**src/rtl/ikaopm_dac_rx.sv**
```systemverilog
// ikaopm_dac_rx: OPM serial audio link receiver.
// Deserializes SO slots latched by SH1/SH2 and decodes float to PCM.
module ikaopm_dac_rx #(
  parameter bit SYNC_INPUTS = 1'b0
) (
  input  logic        i_EMUCLK,
  input  logic        i_RST,
  input  logic        i_phi1_NCEN_n,
  input  logic        i_SO,
  input  logic        i_SH1,
  input  logic        i_SH2,
  input  logic        i_ERR_CLR,
  output logic [15:0] o_L,
  output logic [15:0] o_R,
  output logic        o_L_VALID,
  output logic        o_R_VALID,
  output logic        o_FRAME_ERR
);

  logic tick;
  assign tick = ~i_phi1_NCEN_n;

  logic so;
  logic sh1;
  logic sh2;

  generate
    if (SYNC_INPUTS) begin : g_sync
      logic [2:0] s1;
      logic [2:0] s2;
      always_ff @(posedge i_EMUCLK or posedge i_RST) begin
        if (i_RST) begin
          s1 <= '0;
          s2 <= '0;
        end else if (tick) begin
          s1 <= {i_SO, i_SH1, i_SH2};
          s2 <= s1;
        end
      end
      assign {so, sh1, sh2} = s2;
    end else begin : g_direct
      assign {so, sh1, sh2} = {i_SO, i_SH1, i_SH2};
    end
  endgenerate

  logic [15:0] sr;
  logic [4:0]  cnt;
  logic        sh1_prev;
  logic        sh2_prev;
  logic        primed;
  logic        last_ch;
  logic [12:0] stg_w;
  logic        stg_ch;
  logic        pend;

  logic [15:0] w;
  logic        fall1;
  logic        fall2;
  logic        strobe;
  logic        both;
  logic        ch;
  logic        frame_bad;
  logic        err_set;

  assign w      = {so, sr[15:1]};
  assign fall1  = tick & sh1_prev & ~sh1;
  assign fall2  = tick & sh2_prev & ~sh2;
  assign strobe = fall1 ^ fall2;
  assign both   = fall1 & fall2;
  assign ch     = fall2;

  // a frame is 16 ticks with strict L/R alternation
  assign frame_bad = primed &
    ((cnt != 5'd15) | (ch == last_ch));
  assign err_set = both | (strobe & frame_bad);

  logic [2:0]  stg_e;
  logic [15:0] stg_m;
  logic [15:0] dec;

  assign stg_e = stg_w[12:10];
  assign stg_m = {{6{stg_w[9]}}, stg_w[9:0]};

  always_comb begin
    dec = '0;
    if (stg_e != 3'd0)
      dec = stg_m << (stg_e - 3'd1);
  end

  always_ff @(posedge i_EMUCLK or posedge i_RST) begin
    if (i_RST) begin
      sr       <= '0;
      cnt      <= '0;
      sh1_prev <= 1'b0;
      sh2_prev <= 1'b0;
      primed   <= 1'b0;
      last_ch  <= 1'b1;
      stg_w    <= '0;
      stg_ch   <= 1'b0;
    end else if (tick) begin
      sr       <= w;
      sh1_prev <= sh1;
      sh2_prev <= sh2;
      if (fall1 | fall2)
        cnt <= '0;
      else if (cnt != 5'd31)
        cnt <= cnt + 5'd1;
      if (strobe) begin
        stg_w   <= w[15:3];
        stg_ch  <= ch;
        primed  <= 1'b1;
        last_ch <= ch;
      end
    end
  end

  // output stage runs every EMUCLK edge, one cycle behind the strobe
  always_ff @(posedge i_EMUCLK or posedge i_RST) begin
    if (i_RST) begin
      pend        <= 1'b0;
      o_L         <= '0;
      o_R         <= '0;
      o_L_VALID   <= 1'b0;
      o_R_VALID   <= 1'b0;
      o_FRAME_ERR <= 1'b0;
    end else begin
      o_L_VALID <= 1'b0;
      o_R_VALID <= 1'b0;
      if (pend) begin
        if (stg_ch) begin
          o_R       <= dec;
          o_R_VALID <= 1'b1;
        end else begin
          o_L       <= dec;
          o_L_VALID <= 1'b1;
        end
      end
      pend <= strobe;
      if (err_set)
        o_FRAME_ERR <= 1'b1;
      else if (i_ERR_CLR)
        o_FRAME_ERR <= 1'b0;
    end
  end

endmodule
```
**config.mk**
```make
export PLATFORM = sky130hd
export DESIGN_NAME = ikaopm_dac_rx
export DESIGN_NICKNAME = d
export VERILOG_FILES = /design/src/rtl/ikaopm_dac_rx.sv
export SDC_FILE = /design/constraint.sdc
export NUM_CORES = 1
export LEC_CHECK = 0
export BUFFER_PORTS_ARGS = -buffer_cell sky130_fd_sc_hd__buf_4
export CAP_MARGIN = 20
export CORE_ASPECT_RATIO = 1.2
export CORE_MARGIN = 2
export CORE_UTILIZATION = 40
export CTS_BUF_LIST = sky130_fd_sc_hd__clkbuf_8
export DETAILED_ROUTE_END_ITERATION = 12
export PLACE_DENSITY = 0.58
export SYNTH_ARGS = -nofsm -noshare
export SYNTH_HDL_FRONTEND = slang
export SYNTH_SLANG_ARGS = --single-unit
```
**constraint.sdc**
```tcl
create_clock -name i_EMUCLK -period 5.6 [get_ports i_EMUCLK]
set_clock_uncertainty 0.05 [all_clocks]
set_input_delay 0.56 -clock i_EMUCLK [delete_from_list [all_inputs] [get_ports i_EMUCLK]]
set_output_delay 0.56 -clock i_EMUCLK [all_outputs]
set_load 0.01 [all_outputs]
```
---- Word-level counts from Yosys, hierarchy flattened ----
Cells that the tools add are included.
word-level totals
  input bits .............................. 7
  output and inout bits ................... 35
  word-level logic and storage cells ...... 51
  register bits ........................... 75
cells by class
  equal/unequal tests ..................... 3
  reductions and logical operators ........ 7
  add/sub/neg operators ................... 2
  bitwise operators ....................... 15
  mux-type cells .......................... 9
  shift operators ......................... 1
operator list
  operator             number
  $mux 16              1
  $shl 16x3->16        1
  $mux 5               2
  $reduce_and 2->1     4
  $and 1x1->1          7
  $mux 1               6
  $add 5x1->5 const B  1
  $ne 5x4->1 const B   1
  $ne 5x5->1 const B   1
  $not 1->1            4
  $reduce_bool 2->1    2
  $or 1x1->1           3
  $reduce_bool 3->1    1
  $sub 3x1->3 const B  1
  $eq 1x1->1           1
  $xor 1x1->1          1

---- Longest topological paths before layout ----
  word-level depth ........................ 9
  mapped depth ............................ 9

---- Worst setup path after synthesis ----
No wires, ideal clock.
  kind .................................... reg-to-reg
  start point ............................. reg stg_w[10]
  end point ............................... reg o_L[11]
  required time ........................... 5417 ps
  period minus slack after synthesis ...... 2003 ps
  stages on the path, launching flop included .. 8
  path buffers ............................ 2
  slack ................................... 3597 ps
  setup time .............................. 133 ps
  data arrival time ....................... 1820 ps
  cell sequence ........................... dfrtp_1 > buf_6 > inv_1 > ha_1 > buf_6 > mux4_2 > a22oi_1 > o21ai_0
between the ends
  cells in the longest elaborated chain, start to end .. 3
  elaborated cells between the ends (all ways) .. 4
  those cells by class .................... add/sub: 1; shift: 1; mux: 1; reduce/logical: 1
RTL lines
  element                 RTL line  RTL
  from (decl)             52        logic [12:0] stg_w;
  from (signal assigned)  109       stg_w <= w[15:3];
  $sub 3x1->3             87        dec = stg_m << (stg_e - 3'd1);
  $shl 16x3->16           87
  $mux 16 (*)             86        if (stg_e != 3'd0)
  to (signal assigned)    121       o_L <= '0;
  to (signal assigned)    134       o_L <= dec;
  to (decl)               13        output logic [15:0] o_L,
Every way passes the cells marked *; elsewhere a longest branch is shown, timed or not.
A chain may end at the register's enable or synchronous reset.

---- Worst setup path in the final report ----
  start point ............................. reg stg_w[10]
  end point ............................... reg o_R[11]
between the ends
  cells in the longest elaborated chain, start to end .. 3
  elaborated cells between the ends (all ways) .. 4
  those cells by class .................... add/sub: 1; shift: 1; mux: 1; reduce/logical: 1
RTL lines
  element               RTL line  RTL
  $sub 3x1->3           87
  $shl 16x3->16         87
  $mux 16 (*)           86
  to (signal assigned)  122       o_R <= '0;
  to (signal assigned)  131       o_R <= dec;
  to (decl)             14        output logic [15:0] o_R,
Marks and branches as above.

==> out/results.ini <==
[global_route]
grt_use_total=0.147
gr-total-overflow=0
grt_pass1_wl_mm=10.0
antenna_found_initial=0
grt_pass1_vias=2059
grt_start_max_net_pins=72

[placement]
place_area_sq_mm=0.00351
hpwl_mm=4.17
pre_cts_slack_ns=2.86
dp.cells=411
port_buffers=41
gp_congestion=0.744

[worst_setup_path]
regToRegEndpoint=o_R[11]$_DFFE_PP0P_
crit_required_ns=5.73
r2r_cells=5
endpoint_kind=register
start_kind=register
arrival_ns=2.74
worst-r2r-setup-slack_ns=2.99
crit_path_max_fanout=14
r2r-start=stg_w[10]$_DFFE_PP0P_
crit_type=register to register

[cells_and_area]
syn2layout_area_growth_pct=17.8
nFillCells=723
antennaDiodeCount=0
nNetsFinal=345
post-route-cell-area_sq_mm=0.00377
drive_gt1_frac=0.265
fin_cells=428

[routing]
wl_met1_mm=2.79
first_pass_iters=4
via_per_inst=4.96
final_antenna_net_count=0
routed_wl_mm=5.97
drc=0
wl_met2_mm=2.87
drt-initial-drc-count=106
wl_met3_microns=214
maxUsedRoutingLayer=met4
wire_per_inst_microns=14.0
vias=2125

[synthesis]
synth_compound_area_frac=0.112
synth-seq-cells=71
synth_edf_count=0
synth-xor-area-share=0.00274
synth-simple-area-share=0.129
avgSynthCellArea_sq_um=11.0
yosysSeqAreaShare=0.556
yosysWarnings=0
muxShareOfSynthArea=0.119
synth_ff_type=dfrtp_1
syn_nets=306
synth_area_sq_mm=0.00320
synthDistinctLibCells=38
synthCells=292
synthAdderAreaFrac=0.0274
synth_top_family_by_area=simple AND/OR/NAND/NOR gates
async_reset_ff_frac=1.00

[sta]
fin_tns_setup_ns=0
fmax_mhz=383
rsz0062_at_grt=false
maxSlewHeadroom=0.337
period_needed_ns=2.61
setup_viol=0
layout_setup_ws_ns=2.99
finalHoldViolCount=0
layout_worst_path_cycle_share=0.466
tightestPinTransition_ns=0.967
drv_slew=0

[clock_network]
cts-resized-gates=0
cts.sinks=71
clk_pin_slew_ns=0.07
clock-root-buffer=clkbuf_8
hold_buffers=0
clock_latency_ns=0.34
htreeDepth=3
cts_buffer_depth=2
cts_setup_buffers=0
cts_buffers=9
cts_tree=done

[job]
cap_violations=0

[run_status]
status=completed

[die]
dieArea_sq_mm=0.00873
core-area_sq_mm=0.00771
initial_core_util=0.415
die_y_microns=102
num_io_pins=42
fp.dieW_microns=85.6
row_count=35

[worst_hold_path]
hp-start=i_SO
worstHoldEndpoint=stg_w[12]$_DFFE_PP0P_
holdCritPathClass=primary input to register
hold_depth=3

[power]
p_leak_nw=1.82
vdd.ir_drop.worst_mv=0.275
pwr_density_cell_mw_per_mm2=517

cell type report:
type | instances | area (sq um) | area share
Sequential cell | 71 | 1780 | 0.472
Multi-Input combinational cell | 193 | 1250 | 0.331
Inverter | 13 | 48.8 | 0.0130
Clock inverter | 6 | 109 | 0.0289
Timing Repair Buffer | 43 | 330 | 0.0877
Clock buffer | 10 | 138 | 0.0365
Tap cell | 92 | 115 | 0.0306
worst max-delay path by stage:
stage                     startpoint                     to  slack, ns  depth (start not counted)
4_1_cts        stg_w[10]$_DFFE_PP0P_    o_L[11]$_DFFE_PP0P_       2.97                          5
5_1_grt        stg_w[10]$_DFFE_PP0P_    o_R[11]$_DFFE_PP0P_       2.71                          5
2_1_floorplan                  i_RST     cnt[0]$_DFFE_PP0P_       3.20                          1
3_3_place_gp           i_phi1_NCEN_n  stg_w[10]$_DFFE_PP0P_       2.90                          6
6_report       stg_w[10]$_DFFE_PP0P_    o_R[11]$_DFFE_PP0P_       2.99                          5
3_5_place_dp           i_phi1_NCEN_n  stg_w[10]$_DFFE_PP0P_       2.86                          6
where the power goes:
group	leakage, nW	internal [W]	total, W	switching (W)
clock	0.120	0.000306	0.000497	0.000191
combinational	0.788	0.000316	0.000648	0.000332
sequential	0.911	0.000680	0.000802	0.000122
total	1.82	0.00130	0.00195	0.000646
routing by layer:
layer,up-vias,global-route usage
met5,-,0
met4,0,0.0733
met3,8,0.0307
met2,41,0.234
met1,1002,0.191
li1,1074,-
synthesized netlist by cell type (2+ instances only):
master    number  area share
a21oi_1        6      0.0094
a22o_1         3      0.0082
a22oi_1        5       0.012
a32oi_1        2      0.0055
buf_2          3      0.0047
buf_6          3       0.011
clkbuf_1       5      0.0059
clkbuf_8       4       0.017
dfrtp_1       70        0.55
ha_1           7       0.027
inv_1         13       0.015
mux2_2        19       0.067
mux2i_1        7       0.022
mux4_1         2       0.016
mux4_2         2       0.014
nand2_1       76       0.089
nand2b_1       2      0.0039
nand3_1        4      0.0063
nor2b_1        2      0.0039
nor3_1         2      0.0031
o21ai_0       36       0.056
o21ai_1        2      0.0031
o22ai_1        2      0.0039
worst max-delay path, cell delays in order (launching register included):
cell	delay, ns
dfrtp_1	0.64
inv_1	0.18
ha_1	0.66
mux4_2	0.59
a22oi_1	0.23
o21ai_0	0.10
through the flow:
stage	power [W]	hold WS [ns]	utilization
after floorplan	0.00126	0.383	-
after global placement	0.00145	0.400	0.455
after detailed placement	0.00147	0.409	0.455
after CTS	0.00197	0.370	0.487
after global routing	0.00208	0.379	0.489
final	0.00195	0.386	0.489
sequential cells by signal, summed over array words and instances (netlist names), 5 cells and up:
signal  flops
o_L        16
sr         12
cnt         5
stg_w      13
o_R        16
logic make-up after synthesis:
kind of cell | after synthesis
and+or+nand+nor | 95
xor gates and xnor gates | 1
buffers and inverters | 28
AOI/OAI and AO/OA | 60
DFF | 71
adders and majority gates | 7
muxes | 30
cell usage in the layout, fill, tap and decap left out, types with 2 or more instances in the layout:
cell / n
o21ai_1: 2
nand2b_1: 2
mux4_1: 2
a22o_1: 3
clkinvlp_4: 2
mux2i_1: 7
inv_1: 13
mux4_2: 2
a21oi_1: 6
a22oi_1: 5
nor2b_1: 2
o22ai_1: 2
mux2_2: 19
nand3_1: 4
nand2_1: 76
dfrtp_1: 70
bufinv_16: 3
ha_1: 7
nor3_1: 2
clkbuf_8: 10
o21ai_0: 36
a32oi_1: 2
buf_4: 42
No activity file was read; power rests on OpenSTA's default activity.
